File: config.mk
export PLATFORM = sky130hd
export DESIGN_NAME = pipeline_hazard_ctrl_flat
export DESIGN_NICKNAME = d
export VERILOG_FILES = /design/src/rtl/pipeline_hazard_ctrl_pkg.sv /design/src/rtl/pipeline_hazard_ctrl_if.sv /design/src/rtl/pipeline_hazard_ctrl_sat_counter.sv /design/src/rtl/pipeline_hazard_ctrl.sv /design/src/flat_wrapper.sv
export SDC_FILE = /design/constraint.sdc
export NUM_CORES = 1
export LEC_CHECK = 0
export ABC_AREA = 1
export CORE_UTILIZATION = 50
export CTS_CLUSTER_DIAMETER = 150
export DETAILED_ROUTE_END_ITERATION = 6
export GPL_ROUTABILITY_DRIVEN = 0
export HOLD_SLACK_MARGIN = 0.15
export PLACE_DENSITY_LB_ADDON = 0.08
export RECOVER_POWER = 25
export SLEW_MARGIN = 15
export SYNTH_ARGS = -nofsm -noshare
export SYNTH_HDL_FRONTEND = slang
export SYNTH_HIERARCHICAL = 1
export SYNTH_SLANG_ARGS = --single-unit
File: constraint.sdc
create_clock -name CLOCK -period 1.7 [get_ports CLOCK]
set_input_delay 0.255 -clock CLOCK [delete_from_list [all_inputs] [get_ports CLOCK]]
set_output_delay 0.255 -clock CLOCK [all_outputs]
set_load 0.005 [all_outputs]
File: src/rtl/pipeline_hazard_ctrl_pkg.sv
// Shared types and constants for the pipeline hazard/control unit.
// Latency: n/a (declarations only).
// Backpressure: n/a.
package pipe_ctrl_pkg;

   // Default register-address width of the 5-stage pipeline.
   localparam int REG_AW_DEF = 5;

   // Architectural zero register: never a real producer/consumer.
   localparam int ZERO_REG = 0;

   // Hazard FSM: normal issue, or squashing IF/ID after a control op.
   typedef enum logic {
      RUN    = 1'b0,
      SQUASH = 1'b1
   } hz_state_t;

endpackage

File: src/rtl/pipeline_hazard_ctrl_if.sv
// Operand/producer info in, per-boundary stall/flush strobes and perf counters out.
// Latency: strobes combinational, counters registered.
// Backpressure: MemBusy_IN is the only backpressure; it freezes the front of the pipe.
interface pipeline_hazard_ctrl_if
   import pipe_ctrl_pkg::*;
#(
   parameter int REG_AW = REG_AW_DEF,
   parameter int CNT_W  = 16
);
   logic              Jump_IN;
   logic              Branch_IN;
   logic [REG_AW-1:0] IDRegisterRS_IN;
   logic [REG_AW-1:0] IDRegisterRT_IN;
   logic              IDUsesRS_IN;
   logic              IDUsesRT_IN;
   logic [REG_AW-1:0] IDEXEWriteRegister_IN;
   logic              IDEXEWriteEnable_IN;
   logic              IDEXEMemRead_IN;
   logic [REG_AW-1:0] EXEMEMWriteRegister_IN;
   logic              EXEMEMMemRead_IN;
   logic              MemBusy_IN;
   logic              ClearCount_IN;

   logic              STALL_IFID;
   logic              FLUSH_IFID;
   logic              STALL_IDEXE;
   logic              FLUSH_IDEXE;
   logic              STALL_EXEMEM;
   logic              FLUSH_EXEMEM;
   logic              STALL_MEMWB;
   logic              FLUSH_MEMWB;
   logic [CNT_W-1:0]  STALL_COUNT_OUT;
   logic [CNT_W-1:0]  BUBBLE_COUNT_OUT;

   // Pipeline side: supplies operand info, consumes strobes.
   modport master (
      output Jump_IN, Branch_IN, IDRegisterRS_IN, IDRegisterRT_IN, IDUsesRS_IN, IDUsesRT_IN,
             IDEXEWriteRegister_IN, IDEXEWriteEnable_IN, IDEXEMemRead_IN,
             EXEMEMWriteRegister_IN, EXEMEMMemRead_IN, MemBusy_IN, ClearCount_IN,
      input  STALL_IFID, FLUSH_IFID, STALL_IDEXE, FLUSH_IDEXE, STALL_EXEMEM, FLUSH_EXEMEM,
             STALL_MEMWB, FLUSH_MEMWB, STALL_COUNT_OUT, BUBBLE_COUNT_OUT
   );

   // Hazard unit side.
   modport slave (
      input  Jump_IN, Branch_IN, IDRegisterRS_IN, IDRegisterRT_IN, IDUsesRS_IN, IDUsesRT_IN,
             IDEXEWriteRegister_IN, IDEXEWriteEnable_IN, IDEXEMemRead_IN,
             EXEMEMWriteRegister_IN, EXEMEMMemRead_IN, MemBusy_IN, ClearCount_IN,
      output STALL_IFID, FLUSH_IFID, STALL_IDEXE, FLUSH_IDEXE, STALL_EXEMEM, FLUSH_EXEMEM,
             STALL_MEMWB, FLUSH_MEMWB, STALL_COUNT_OUT, BUBBLE_COUNT_OUT
   );
endinterface

File: src/rtl/pipeline_hazard_ctrl_sat_counter.sv
// Saturating event counter with synchronous clear (clear beats increment).
// Latency: 1 cycle from inc to count.
// Backpressure: none; holds at all-ones instead of wrapping.
module hazard_sat_counter #(
   parameter int CNT_W = 16
) (
   input  logic             CLOCK,
   input  logic             RESET,
   input  logic             inc,
   input  logic             clr,
   output logic [CNT_W-1:0] count
);

   // Count events, stick at all-ones, clear on request.
   always_ff @(posedge CLOCK or posedge RESET) begin
      if (RESET) begin
         count <= '0;
      end else if (clr) begin
         count <= '0;
      end else if (inc && (count != '1)) begin
         count <= count + CNT_W'(1);
      end
   end

endmodule

File: src/rtl/pipeline_hazard_ctrl.sv
// Hazard detection and per-boundary stall/flush generation for the IF/ID/EXE/MEM/WB pipe.
// Latency: strobes are combinational (0 cycles); ring, FSM and counters update on CLOCK.
// Backpressure: MemBusy_IN freezes IF..EXE, bubbles MEM/WB and freezes ring and FSM.
module pipeline_hazard_ctrl
   import pipe_ctrl_pkg::*;
#(
   parameter int REG_AW     = REG_AW_DEF,
   parameter int RING_LEN   = 5,
   parameter int BR_PENALTY = 0,
   parameter int CNT_W      = 16
) (
   input logic                   CLOCK,
   input logic                   RESET,
   pipeline_hazard_ctrl_if.slave hz
);

   // A source depends on a producer only if it is really read and is not r0.
   function automatic logic src_match(input logic uses, input logic [REG_AW-1:0] src,
                                      input logic [REG_AW-1:0] dst);
      return uses && (int'(src) != ZERO_REG) && (src == dst);
   endfunction

   logic ctrl_op, busy;
   logic x_rs, x_rt, m_rs, m_rt;
   logic lu, bd, dh;

   assign busy    = hz.MemBusy_IN;
   assign ctrl_op = hz.Jump_IN | hz.Branch_IN;
   assign x_rs    = src_match(hz.IDUsesRS_IN, hz.IDRegisterRS_IN, hz.IDEXEWriteRegister_IN);
   assign x_rt    = src_match(hz.IDUsesRT_IN, hz.IDRegisterRT_IN, hz.IDEXEWriteRegister_IN);
   assign m_rs    = src_match(hz.IDUsesRS_IN, hz.IDRegisterRS_IN, hz.EXEMEMWriteRegister_IN);
   assign m_rt    = src_match(hz.IDUsesRT_IN, hz.IDRegisterRT_IN, hz.EXEMEMWriteRegister_IN);

   // Load-use needs the load result in EXE; branches resolve in ID so they also wait on
   // ALU results in EXE and loads still in MEM. Re-evaluated every cycle, so a load
   // feeding a branch yields two bubbles with no extra state.
   assign lu = hz.IDEXEWriteEnable_IN & hz.IDEXEMemRead_IN & (x_rs | x_rt);
   assign bd = ctrl_op & ((hz.IDEXEWriteEnable_IN & (x_rs | x_rt)) |
                          (hz.EXEMEMMemRead_IN & (m_rs | m_rt)));
   assign dh = lu | bd;

   // ---------------- issue ring ----------------
   logic [RING_LEN-1:0] ring_q;
   logic                ring_gap;

   // Rotate the one-hot issue slot; hold it during memory stalls to keep the gap phase.
   always_ff @(posedge CLOCK or posedge RESET) begin
      if (RESET) begin
         ring_q <= RING_LEN'(1);
      end else if (!busy) begin
         ring_q <= (ring_q << 1) | (ring_q >> (RING_LEN - 1));
      end
   end

   assign ring_gap = (RING_LEN > 1) ? ~ring_q[0] : 1'b0;

   // ---------------- squash FSM ----------------
   hz_state_t  state_q, state_d;
   logic [1:0] pen_q, pen_d;

   // State register and penalty counter.
   always_ff @(posedge CLOCK or posedge RESET) begin
      if (RESET) begin
         state_q <= RUN;
         pen_q   <= '0;
      end else begin
         state_q <= state_d;
         pen_q   <= pen_d;
      end
   end

   // Next state: enter SQUASH when a clean control op leaves ID; count down on non-busy cycles.
   always_comb begin
      state_d = state_q;
      pen_d   = pen_q;
      if (!busy) begin
         case (state_q)
            RUN: begin
               if (ctrl_op && !dh && (BR_PENALTY > 0)) begin
                  state_d = SQUASH;
                  pen_d   = 2'(BR_PENALTY);
               end
            end
            SQUASH: begin
               if (pen_q <= 2'd1) begin
                  state_d = RUN;
                  pen_d   = '0;
               end else begin
                  pen_d = pen_q - 2'd1;
               end
            end
            default: begin
               state_d = RUN;
               pen_d   = '0;
            end
         endcase
      end
   end

   // ---------------- strobes ----------------
   logic stall_ifid, flush_ifid, stall_idexe, flush_idexe, stall_exemem, flush_memwb;

   // Output decode in priority order: memory busy, data hazard, squash, ring gap.
   always_comb begin
      stall_ifid   = 1'b0;
      flush_ifid   = 1'b0;
      stall_idexe  = 1'b0;
      flush_idexe  = 1'b0;
      stall_exemem = 1'b0;
      flush_memwb  = 1'b0;
      if (RESET) begin
         stall_ifid = 1'b0;
      end else if (busy) begin
         stall_ifid   = 1'b1;
         stall_idexe  = 1'b1;
         stall_exemem = 1'b1;
         flush_memwb  = 1'b1;
      end else if (dh) begin
         stall_ifid  = 1'b1;
         flush_idexe = 1'b1;
      end else if (state_q == SQUASH) begin
         flush_ifid = 1'b1;
      end else if (ring_gap) begin
         stall_ifid = 1'b1;
         flush_ifid = 1'b1;
      end
   end

   assign hz.STALL_IFID   = stall_ifid;
   assign hz.FLUSH_IFID   = flush_ifid;
   assign hz.STALL_IDEXE  = stall_idexe;
   assign hz.FLUSH_IDEXE  = flush_idexe;
   assign hz.STALL_EXEMEM = stall_exemem;
   assign hz.FLUSH_EXEMEM = 1'b0;
   assign hz.STALL_MEMWB  = 1'b0;
   assign hz.FLUSH_MEMWB  = flush_memwb;

   // ---------------- performance counters ----------------
   logic [CNT_W-1:0] stall_cnt, bubble_cnt;

   hazard_sat_counter #(.CNT_W(CNT_W)) u_stall_cnt (
      .CLOCK (CLOCK),
      .RESET (RESET),
      .inc   (stall_ifid),
      .clr   (hz.ClearCount_IN),
      .count (stall_cnt)
   );

   hazard_sat_counter #(.CNT_W(CNT_W)) u_bubble_cnt (
      .CLOCK (CLOCK),
      .RESET (RESET),
      .inc   (flush_idexe),
      .clr   (hz.ClearCount_IN),
      .count (bubble_cnt)
   );

   assign hz.STALL_COUNT_OUT  = stall_cnt;
   assign hz.BUBBLE_COUNT_OUT = bubble_cnt;

endmodule

File: src/flat_wrapper.sv
// flat-port wrapper written by rule: the top's interface ports become plain ports
module pipeline_hazard_ctrl_flat import pipe_ctrl_pkg::*;
#(
   parameter int REG_AW     = REG_AW_DEF,
   parameter int RING_LEN   = 5,
   parameter int BR_PENALTY = 0,
   parameter int CNT_W      = 16
)
  (CLOCK, RESET, hz_Jump_IN, hz_Branch_IN, hz_IDRegisterRS_IN, hz_IDRegisterRT_IN, hz_IDUsesRS_IN, hz_IDUsesRT_IN, hz_IDEXEWriteRegister_IN, hz_IDEXEWriteEnable_IN, hz_IDEXEMemRead_IN, hz_EXEMEMWriteRegister_IN, hz_EXEMEMMemRead_IN, hz_MemBusy_IN, hz_ClearCount_IN, hz_STALL_IFID, hz_FLUSH_IFID, hz_STALL_IDEXE, hz_FLUSH_IDEXE, hz_STALL_EXEMEM, hz_FLUSH_EXEMEM, hz_STALL_MEMWB, hz_FLUSH_MEMWB, hz_STALL_COUNT_OUT, hz_BUBBLE_COUNT_OUT);
  pipeline_hazard_ctrl_if #(.REG_AW(REG_AW), .CNT_W(CNT_W)) hz_i ();
  input logic CLOCK;
  input logic RESET;
  input wire logic [$bits(hz_i.Jump_IN)-1:0] hz_Jump_IN;
  input wire logic [$bits(hz_i.Branch_IN)-1:0] hz_Branch_IN;
  input wire logic [$bits(hz_i.IDRegisterRS_IN)-1:0] hz_IDRegisterRS_IN;
  input wire logic [$bits(hz_i.IDRegisterRT_IN)-1:0] hz_IDRegisterRT_IN;
  input wire logic [$bits(hz_i.IDUsesRS_IN)-1:0] hz_IDUsesRS_IN;
  input wire logic [$bits(hz_i.IDUsesRT_IN)-1:0] hz_IDUsesRT_IN;
  input wire logic [$bits(hz_i.IDEXEWriteRegister_IN)-1:0] hz_IDEXEWriteRegister_IN;
  input wire logic [$bits(hz_i.IDEXEWriteEnable_IN)-1:0] hz_IDEXEWriteEnable_IN;
  input wire logic [$bits(hz_i.IDEXEMemRead_IN)-1:0] hz_IDEXEMemRead_IN;
  input wire logic [$bits(hz_i.EXEMEMWriteRegister_IN)-1:0] hz_EXEMEMWriteRegister_IN;
  input wire logic [$bits(hz_i.EXEMEMMemRead_IN)-1:0] hz_EXEMEMMemRead_IN;
  input wire logic [$bits(hz_i.MemBusy_IN)-1:0] hz_MemBusy_IN;
  input wire logic [$bits(hz_i.ClearCount_IN)-1:0] hz_ClearCount_IN;
  output wire logic [$bits(hz_i.STALL_IFID)-1:0] hz_STALL_IFID;
  output wire logic [$bits(hz_i.FLUSH_IFID)-1:0] hz_FLUSH_IFID;
  output wire logic [$bits(hz_i.STALL_IDEXE)-1:0] hz_STALL_IDEXE;
  output wire logic [$bits(hz_i.FLUSH_IDEXE)-1:0] hz_FLUSH_IDEXE;
  output wire logic [$bits(hz_i.STALL_EXEMEM)-1:0] hz_STALL_EXEMEM;
  output wire logic [$bits(hz_i.FLUSH_EXEMEM)-1:0] hz_FLUSH_EXEMEM;
  output wire logic [$bits(hz_i.STALL_MEMWB)-1:0] hz_STALL_MEMWB;
  output wire logic [$bits(hz_i.FLUSH_MEMWB)-1:0] hz_FLUSH_MEMWB;
  output wire logic [$bits(hz_i.STALL_COUNT_OUT)-1:0] hz_STALL_COUNT_OUT;
  output wire logic [$bits(hz_i.BUBBLE_COUNT_OUT)-1:0] hz_BUBBLE_COUNT_OUT;
  assign hz_i.Jump_IN = hz_Jump_IN;
  assign hz_i.Branch_IN = hz_Branch_IN;
  assign hz_i.IDRegisterRS_IN = hz_IDRegisterRS_IN;
  assign hz_i.IDRegisterRT_IN = hz_IDRegisterRT_IN;
  assign hz_i.IDUsesRS_IN = hz_IDUsesRS_IN;
  assign hz_i.IDUsesRT_IN = hz_IDUsesRT_IN;
  assign hz_i.IDEXEWriteRegister_IN = hz_IDEXEWriteRegister_IN;
  assign hz_i.IDEXEWriteEnable_IN = hz_IDEXEWriteEnable_IN;
  assign hz_i.IDEXEMemRead_IN = hz_IDEXEMemRead_IN;
  assign hz_i.EXEMEMWriteRegister_IN = hz_EXEMEMWriteRegister_IN;
  assign hz_i.EXEMEMMemRead_IN = hz_EXEMEMMemRead_IN;
  assign hz_i.MemBusy_IN = hz_MemBusy_IN;
  assign hz_i.ClearCount_IN = hz_ClearCount_IN;
  assign hz_STALL_IFID = hz_i.STALL_IFID;
  assign hz_FLUSH_IFID = hz_i.FLUSH_IFID;
  assign hz_STALL_IDEXE = hz_i.STALL_IDEXE;
  assign hz_FLUSH_IDEXE = hz_i.FLUSH_IDEXE;
  assign hz_STALL_EXEMEM = hz_i.STALL_EXEMEM;
  assign hz_FLUSH_EXEMEM = hz_i.FLUSH_EXEMEM;
  assign hz_STALL_MEMWB = hz_i.STALL_MEMWB;
  assign hz_FLUSH_MEMWB = hz_i.FLUSH_MEMWB;
  assign hz_STALL_COUNT_OUT = hz_i.STALL_COUNT_OUT;
  assign hz_BUBBLE_COUNT_OUT = hz_i.BUBBLE_COUNT_OUT;
  pipeline_hazard_ctrl #(.REG_AW(REG_AW), .RING_LEN(RING_LEN), .BR_PENALTY(BR_PENALTY), .CNT_W(CNT_W)) u_core (.CLOCK(CLOCK), .RESET(RESET), .hz(hz_i));
endmodule
Word-level counts from Yosys, hierarchy flattened. Cells that the tools add are included.

Reductions and logical operators: 13. Bitwise gates (word level): 12. Mux-type cells: 21. Equality and inequality tests: 6. Add/sub/neg operators: 3. Magnitude comparators: 1.

Operators by type and width (count): $mux W16 (4); $add A16 B1 Y16 const B (2); $ne A16 B16 Y1 const B (2); $eq A5 B5 Y1 (4); $mux W1 (16); $reduce_bool A5 Y1 (2); $logic_and A1 B1 Y1 (8); $and A1 B1 Y1 (5); $or A1 B1 Y1 (5); $or A5 B1 Y5 (1); $reduce_bool A2 Y1 (2); $le A2 B1 Y1 const B (1); $mux W2 (1); $reduce_and A2 Y1 (1); $sub A2 B1 Y2 const B (1); $not A1 Y1 (1).

Input port bits: 31. Output and inout port bits: 40. Register bits: 40. Word-level logic and storage cells: 61.

Longest topological paths before layout. Gate-level depths: netlist (run 1).

Word-level depth: 14. Mapped depth: 18.

Modules after synthesis. Netlist (run 1), hierarchy kept.

Modules (own cells, without submodules): hazard_sat_counter (times used 2, seq. area each 400.4 µm², area an instance 1083.5 µm², cells an instance 159); pipeline_hazard_ctrl (times used 1, seq. area each 201.4 µm², area an instance 734.5 µm², cells an instance 107).

Worst setup path after synthesis (run 1). OpenSTA, ideal clock, no wires.

Kind: input-to-reg. Start point: input port hz_IDEXEWriteRegister_IN[2]. End point: register u_core.u_bubble_cnt.count[12]. Data arrival time: 1592 ps. Setup time: 66 ps. Stages on the path: 14. Path slack: 42 ps. Cell sequence: xnor2_1 nand2_1 nor2_2 nand2_1 nand2_1 nand2_2 nand2_2 nand2_2 nor2_2 inv_1 nor2_2 buf_2 nand4_1 nand2_1.

Word-level cells in the longest chain between the ends: 12. Elaborated cells on any way between the ends: 15. Classes of those cells: eq/ne (2); mux (3); bitwise (6); reduce/logical (4).

RTL lines: start, declared (RTL line flat_wrapper.sv:19) `input wire logic [$bits(hz_i.IDEXEWriteRegister_IN)-1:0] hz_IDEXEWriteRegister_IN;`; $eq A5 B5 Y1 (RTL line pipeline_hazard_ctrl.sv:20) `return uses && (int'(src) != ZERO_REG) && (src == dst);`; $logic_and A1 B1 Y1 (RTL line pipeline_hazard_ctrl.sv:20); $or A1 B1 Y1 * (RTL line pipeline_hazard_ctrl.sv:37, pipeline_hazard_ctrl.sv:38); $and A1 B1 Y1 (RTL line pipeline_hazard_ctrl.sv:38) `assign bd = ctrl_op & ((hz.IDEXEWriteEnable_IN & (x_rs | x_rt)) |`; $or A1 B1 Y1 (RTL line pipeline_hazard_ctrl.sv:38); $and A1 B1 Y1 (RTL line pipeline_hazard_ctrl.sv:38); $or A1 B1 Y1 * (RTL line pipeline_hazard_ctrl.sv:40) `assign dh = lu | bd;`; $mux W1 * (RTL line pipeline_hazard_ctrl.sv:118) `end else if (dh) begin`; $mux W1 * (RTL line pipeline_hazard_ctrl.sv:113) `end else if (busy) begin`; $mux W1 * (RTL line pipeline_hazard_ctrl.sv:111) `if (RESET) begin`; via hz_FLUSH_IDEXE (RTL line flat_wrapper.sv:29) `output wire logic [$bits(hz_i.FLUSH_IDEXE)-1:0] hz_FLUSH_IDEXE;`; $logic_and A1 B1 Y1 * (RTL line pipeline_hazard_ctrl_sat_counter.sv:20) `end else if (inc && (count != '1)) begin`; $reduce_bool A2 Y1 (no line) *; end signal, assigned (RTL line pipeline_hazard_ctrl_sat_counter.sv:21) `count <= count + CNT_W'(1);`; end, declared (RTL line pipeline_hazard_ctrl_sat_counter.sv:11) `output logic [CNT_W-1:0] count`.

The timed path passes the listed nets; every way through them passes the cells marked *. A chain may end at the register's enable or synchronous reset.

Worst setup path after layout (run 1).
Start point: register u_core.ring_q[0]. End point: output port hz_STALL_IFID.

Word-level cells in the longest chain between the ends: 5.

RTL lines: start, declared (RTL line pipeline_hazard_ctrl.sv:43) `logic [RING_LEN-1:0] ring_q;`; start signal, assigned (RTL line pipeline_hazard_ctrl.sv:51) `ring_q <= (ring_q << 1) | (ring_q >> (RING_LEN - 1));`; $mux W1 (RTL line pipeline_hazard_ctrl.sv:123) `end else if (ring_gap) begin`; $mux W1 (RTL line pipeline_hazard_ctrl.sv:121) `end else if (state_q == SQUASH) begin`; $mux W1 (RTL line pipeline_hazard_ctrl.sv:118); $mux W1 (RTL line pipeline_hazard_ctrl.sv:113); $mux W1 (RTL line pipeline_hazard_ctrl.sv:111); end, declared (RTL line flat_wrapper.sv:26) `output wire logic [$bits(hz_i.STALL_IFID)-1:0] hz_STALL_IFID;`.

Every way passes these cells.

==> reports/results.tsv, run 1 <==
stage	metric	value	unit
setup_path	Crit path largest cell delay	0.55	ns
finish	Area Growth Syn to Fin	37.2	%
setup_path	Crit path top cell by count	nand2_1	
setup_path	Worst Setup Start Kind	flip-flop	
timing	clock period minus worst slack	1.59	ns
floorplanning	Die Wd	78.2	um
finish	Final nets	557	
drt	Via density	5.12	
finish	most frequent cells in the layout	nand2_1 (149), nor2_1 (42), clkdlybuf4s50_1 (39), inv_1 (39), dfrtp_1 (39)	
clock_network	H-tree levels	2	
grt	grt met3 use	0.0488	
timing	Slew Limit Fails	0	
timing	Worst Tran Pin Value	0.923	ns
setup_path	Required @ worst endpoint	1.44	ns
placement	PortBufs	68	
setup_path	crit-path cells	nand2_1 -> o21ai_1 -> nand3_1 -> nand2_1 -> inv_2 -> buf_2	
setup_path	CP arrival	1.34	ns
outcome	outcome	completed	
run	MaxCap Viol Count	0	
power	Worst VDD drop	0.537	mV
setup_path	Setup crit end kind	output pin	
floorplanning	Die H	78.2	um
drt	final antenna-violating net count	0	
finish	most common cell after layout, fill and taps aside	nand2_1	
synthesis	Yosys cell types	29	
timing	f_max	628	MHz
timing	PnR worst setup slack	0.108	ns
power	pwr/cell area	545	nW/um2
finish	fin util	0.719	
setup_path	Worst Setup Path Type	reg -> out	
grt	vias in the first global route	2926	
timing	headroom to the max-slew limit	0.385	
timing	setup tns final	0	ns
synthesis	Seq/Total Area, Yosys	0.345	
grt	GR Util met1	0.318	
setup_path	Critical Path Slowest Stage Cell	dfstp_2	
drt	detailed-route via count	3056	
drt	DRT Wirelength	7.38	mm
placement	placed cell count	589	
synthesis	Mapped Area	2900	um2
timing	Fin Hold WS	0.316	ns
power	P_leak	2.05	nW
grt	first-pass GRT wire length	12.5	mm
synthesis	Syn. warnings	6	
setup_path	Worst Reg-to-Reg Cells	10	
clock_network	Worst-path clk slew	0.08	ns
synthesis	syn_area_per_cell	6.83	um2
floorplanning	Initial Utilization	0.524	
clock_network	clock latency on the worst-skew pair	0.29	ns
timing	final setup fails	0	
finish	Post-Layout Cell Count	597	
synthesis	Post-Synthesis Cells	425	
placement	hpwl dp	5.46	mm
drt	Detailed Route Iter0 Violations	228	
clock_network	Setup Fix Bufs, Post-CTS	0	
finish	layout cells sized above 1	0.202	
clock_network	clock root buffer	clkbuf_8	
clock_network	Clock Tree Buf Depth	2	
grt	met2 Use GR	0.427	
grt	pin count of the biggest net entering global routing	17	
timing	worst clock skew	0.00866	ns
clock_network	CTS tree	built	
floorplanning	I/O pin cnt	71	
drt	DRC	0	
timing	Tcrit/Tclk final	0.937	
min_path	Hold WC Path Type	in -> async	
placement	setup slack at placement	-0.660	ns
grt	antenna violations before repair	0	
synthesis	Synth Register Bits	40	
grt	GRT busiest layer	met2	
grt	GRT overflow	0	
floorplanning	die area	6110	um2
drt	router iterations before antenna repair	4	
timing	endpoints failing hold	0	
finish	# diodes	0	
floorplanning	FP Rows	27	
grt	total track usage	0.253	
drt	wire length per cell	12.4	um
setup_path	Crit Path Max Fanout	3	
clock_network	TritonCTS buffer count	5	
clock_network	clock tree sinks	40	
floorplanning	core area	5540	um2
[routing by layer]
metal  vias to the layer above  part of all wire  wire, um
met5                         -                 0         0
met2                        96              0.49      3590
met4                         0             0.012        90
met3                        10             0.053       388
li1                       1532                 -         -
met1                      1418              0.45      3320
[area by class of cell]
class / instances / area (um2)
clock buffer: 5 / 68.8
sequential: 40 / 1000
fill: 458 / 1560
inverter: 49 / 186
tap: 72 / 90.1
clock inverter: 3 / 42.5
multi-input combinational: 326 / 1710
timing repair buffer: 102 / 877
[power breakdown]
group / leakage [nW] / switching [mW] / internal, mW / total, mW
sequential: 0.550 / 0.0159 / 0.987 / 1.00
combinational: 1.45 / 0.202 / 0.178 / 0.380
clock: 0.0541 / 0.351 / 0.435 / 0.786
total: 2.05 / 0.570 / 1.60 / 2.17
[state kept, by name (all words and copies together), names as in the netlist]
| register | count |
|---|---|
| u_core/u_bubble_cnt/count | 16 |
| u_core/u_stall_cnt/count | 16 |
| u_core/ring_q | 5 |
| u_core/pen_q | 2 |
| u_core/state_q | 1 |
[critical path, delay by kind of cell (launching register included)]
family / cells / cell delay (ns)
flops: 1 / 0.55
compound gates: 1 / 0.09
simple gates: 3 / 0.23
buf+inv: 2 / 0.18
[kinds of logic after synthesis]
kind of cell,count (synthesis),share of synthesized area
simple gates,280,0.446
buf+inv,60,0.0901
flops,40,0.345
xor+xnor,27,0.0815
compound gates,15,0.0272
fa+ha+maj,2,0.00862
other cells,1,0.00129
[path summary, 6_finish.rpt]
check | endpoint | slack, ns | start
min in group CLOCK | u_core/ring_q[1] | 0.44 | hz_MemBusy_IN
setup / recovery | hz_STALL_IFID | 0.11 | u_core/ring_q[0]
hold / removal | u_core/ring_q[1] | 0.32 | RESET
hold reg to reg | u_core/ring_q[3] | 0.49 | u_core/ring_q[3]
setup reg to reg | u_core/u_bubble_cnt/count[11] | 0.12 | u_core/u_bubble_cnt/count[0]
max in group asynchronous | u_core/u_stall_cnt/count[4] | 0.55 | RESET
[cells in the mapped netlist]
cell / n / share of area
nand2_1: 149 / 0.19
nand4_1: 22 / 0.047
inv_4: 1 / 0.0022
xor2_1: 14 / 0.042
conb_1: 1 / 0.0013
buf_6: 2 / 0.0078
buf_2: 3 / 0.0052
nor2_8: 2 / 0.014
nand3_1: 30 / 0.052
clkinv_1: 2 / 0.0026
o21ai_1: 2 / 0.0034
inv_1: 44 / 0.057
nand2_2: 7 / 0.015
o31a_1: 1 / 0.0030
nand3b_1: 6 / 0.016
nand2_4: 2 / 0.0078
dfstp_2: 1 / 0.0091
ha_1: 2 / 0.0086
nor2_1: 48 / 0.062
nor2_2: 6 / 0.013
dfrtp_1: 39 / 0.34
nor3_1: 2 / 0.0034
buf_4: 4 / 0.010
inv_2: 2 / 0.0026
a21oi_1: 4 / 0.0069
o21ai_0: 8 / 0.014
nor2_4: 6 / 0.023
buf_1: 2 / 0.0026
xnor2_1: 13 / 0.039
[metrics by stage]
stage | cell area [um2] | power [mW]
finish | 3980 | 2.17
global route | 3980 | 2.26
CTS | 4000 | 2.18
detailed placement | 3880 | 1.41
global placement | 3880 | 1.40
floorplan | 2910 | 1.20
[what timing repair did]
action / CTS / global route
endpoints found under the setup margin: 38 / 35
resized for setup: 49 / 71
hold buffers: 0 / 0
hold endpoints to repair: 0 / 0
pin swaps: 11 / 43
(Power assumes the default switching activity.)
==> inputs of run 2 (changes only) <==
--- a/config.mk
+++ b/config.mk
@@ -6,6 +6,7 @@
 export NUM_CORES = 1
 export LEC_CHECK = 0
 export ABC_AREA = 1
+export CAP_MARGIN = 20
 export CORE_UTILIZATION = 50
 export CTS_CLUSTER_DIAMETER = 150
 export DETAILED_ROUTE_END_ITERATION = 6
==> results of run 2 <==
The final DEF is identical to that of run 1; final timing and power are the same.
==> inputs of run 3 (changes only) <==
--- a/config.mk
+++ b/config.mk
@@ -7,9 +7,10 @@
 export LEC_CHECK = 0
 export ABC_AREA = 1
 export CAP_MARGIN = 20
-export CORE_UTILIZATION = 50
+export CORE_UTILIZATION = 55
 export CTS_CLUSTER_DIAMETER = 150
 export DETAILED_ROUTE_END_ITERATION = 6
+export DONT_BUFFER_PORTS = 1
 export GPL_ROUTABILITY_DRIVEN = 0
 export HOLD_SLACK_MARGIN = 0.15
 export PLACE_DENSITY_LB_ADDON = 0.08
==> run 3 against run 2 <==
Count of clock-buffer cells in the layout up 1. Combinational power down 26%. Critical path depth unchanged. Sequential power about the same. Via count down 8.9%. First-iteration DRC count down 18%. Sequential share of layout area up 4.1 points. Critical endpoint unchanged.
==> reports/results.tsv, run 3 (synthesized netlist as in run 1, its figures left out) <==
stage	metric	value	unit
outcome	outcome	completed	
floorplanning	core area	5110	um2
finish	most common cell after layout, fill and taps aside	nand2_1	
setup_path	Crit Path Max Fanout	3	
floorplanning	die area	5570	um2
clock_network	clock tree sinks	40	
clock_network	clock latency on the worst-skew pair	0.29	ns
floorplanning	Initial Utilization	0.568	
grt	GRT overflow	0	
drt	wire length per cell	13.1	um
floorplanning	Die Wd	74.6	um
timing	clock period minus worst slack	1.62	ns
finish	Post-Layout Cell Count	538	
finish	layout cells sized above 1	0.165	
grt	vias in the first global route	2650	
timing	final setup fails	0	
power	Clk pwr share	0.391	
power	Worst VDD drop	0.543	mV
clock_network	clock root buffer	clkbuf_8	
finish	Largest regs	u_core/u_bubble_cnt/count x16, u_core/u_stall_cnt/count x16, u_core/ring_q x5	
clock_network	TritonCTS buffer count	5	
grt	first-pass GRT wire length	11.2	mm
setup_path	Worst Setup Start Kind	flip-flop	
power	internal power	1.59	mW
timing	PnR worst setup slack	0.0774	ns
grt	pin count of the biggest net entering global routing	17	
grt	antenna violations before repair	0	
setup_path	Setup crit end kind	output pin	
power	pwr/cell area	615	nW/um2
clock_network	CTS tree	built	
floorplanning	FP Rows	26	
drt	DRT Wirelength	7.05	mm
grt	total track usage	0.264	
clock_network	Clock Tree Buf Depth	2	
setup_path	Required @ worst endpoint	1.44	ns
drt	DRC	0	
timing	endpoints failing hold	0	
timing	Tcrit/Tclk final	0.954	
floorplanning	Die H	74.6	um
timing	headroom to the max-slew limit	0.526	
floorplanning	I/O pin cnt	71	
setup_path	reg-to-reg slack, setup	0.17	ns
finish	most frequent cells in the layout	nand2_1 (149), nor2_1 (47), inv_1 (42)	
placement	setup slack at placement	-0.0475	ns
drt	Via density	5.17	
min_path	Hold WC Path Type	in -> reg	
timing	worst clock skew	0.00492	ns
timing	setup tns final	0	ns
placement	hpwl dp	5.27	mm
power	sequential power share	0.476	
power	Sw Pwr	0.516	mW
timing	RSZ-0062 raised after global routing	no	
finish	Final nets	500	
setup_path	Worst Setup Path Type	reg -> out	
placement	placed cell count	523	
finish	fin util	0.671	
clock_network	Worst-path clk slew	0.08	ns
timing	Slew Limit Fails	0	
power	Sw Share	0.245	
finish	Area Growth Syn to Fin	18.1	%
setup_path	CP arrival	1.37	ns
drt	Detailed Route Iter0 Violations	187	
timing	f_max	616	MHz
drt	final antenna-violating net count	0	
run	MaxCap Viol Count	0	
clock_network	H-tree levels	2	
timing	Worst Tran Pin Value	0.710	ns
power	combinational cell fraction of total power	0.133	
placement	PortBufs	0	
drt	router iterations before antenna repair	5	
timing	Fin Hold WS	0.176	ns
power	P_leak	1.81	nW
finish	# diodes	0	
drt	detailed-route via count	2783	
[run 3: cell count changes in the layout (fill, tap and decap cells not counted), sizes merged, moves of 4 or more]
cell           delta
clkdlybuf4s50    -39
clkbuf           -16
dlygate4sd3       +5
dlymetal6s2s      -4
[run 3: power by group through the flow]
stage | clock (mW) | combinational (mW) | sequential [mW]
after floorplan | 0 | 0.179 | 1.02
after global placement | 0 | 0.246 | 1.02
after detailed placement | 0 | 0.249 | 1.02
after CTS | 0.857 | 0.271 | 1.00
after global routing | 0.892 | 0.313 | 1.01
final | 0.825 | 0.281 | 1.00
[run 3: area by class of cell]
| type | instances | area [um2] |
|---|---|---|
| sequential | 40 | 1000 |
| clock inverter | 2 | 38.8 |
| fill | 441 | 1680 |
| multi-input combinational | 326 | 1650 |
| timing repair buffer | 45 | 380 |
| clock buffer | 6 | 82.6 |
| inverter | 49 | 186 |
| tap | 70 | 87.6 |
[run 3: worst paths after layout]
path	start	endpoint	cells after the start
worst min register to register	u_core/ring_q[2]	u_core/ring_q[3]	2
max in group asynchronous	RESET	u_core/u_stall_cnt/count[10]	2
worst min-delay path	hz_MemBusy_IN	u_core/pen_q[0]	3
worst max register to register	u_core/u_bubble_cnt/count[0]	u_core/u_bubble_cnt/count[8]	10
worst max-delay path	u_core/ring_q[0]	hz_STALL_IFID	6
min in group asynchronous	RESET	u_core/ring_q[4]	3
[run 3: worst max-delay path: stages, from the launching register on]
cell and delay, ns:
dfstp_2 0.55, nand2_1 0.07, o21ai_0 0.09, nand3_1 0.10, nand2_1 0.08, inv_2 0.05, buf_4 0.14
[run 3: repair_timing]
action                                 in CTS  in global routing
endpoints found under the hold margin      49                  0
gates resized for setup                     0                  5
setup endpoints to repair                   0                 17
hold buffers                                6                  0
setup buffers                               0                  1
[run 3: per-layer routing]
metal / global-route usage / part of all wire / up-vias
met3: 0.0576 / 0.055 / 5
met4: 0.0776 / 0.0084 / 0
met2: 0.439 / 0.48 / 86
met1: 0.345 / 0.46 / 1282
li1: - / - / 1410
met5: 0 / 0 / -
[run 3: stage by stage]
stage          area, um2  power [mW]
2_1_floorplan       2910        1.20
3_3_place_gp        3220        1.27
3_5_place_dp        3220        1.27
4_1_cts             3400        2.13
5_1_grt             3430        2.21
6_report            3430        2.11
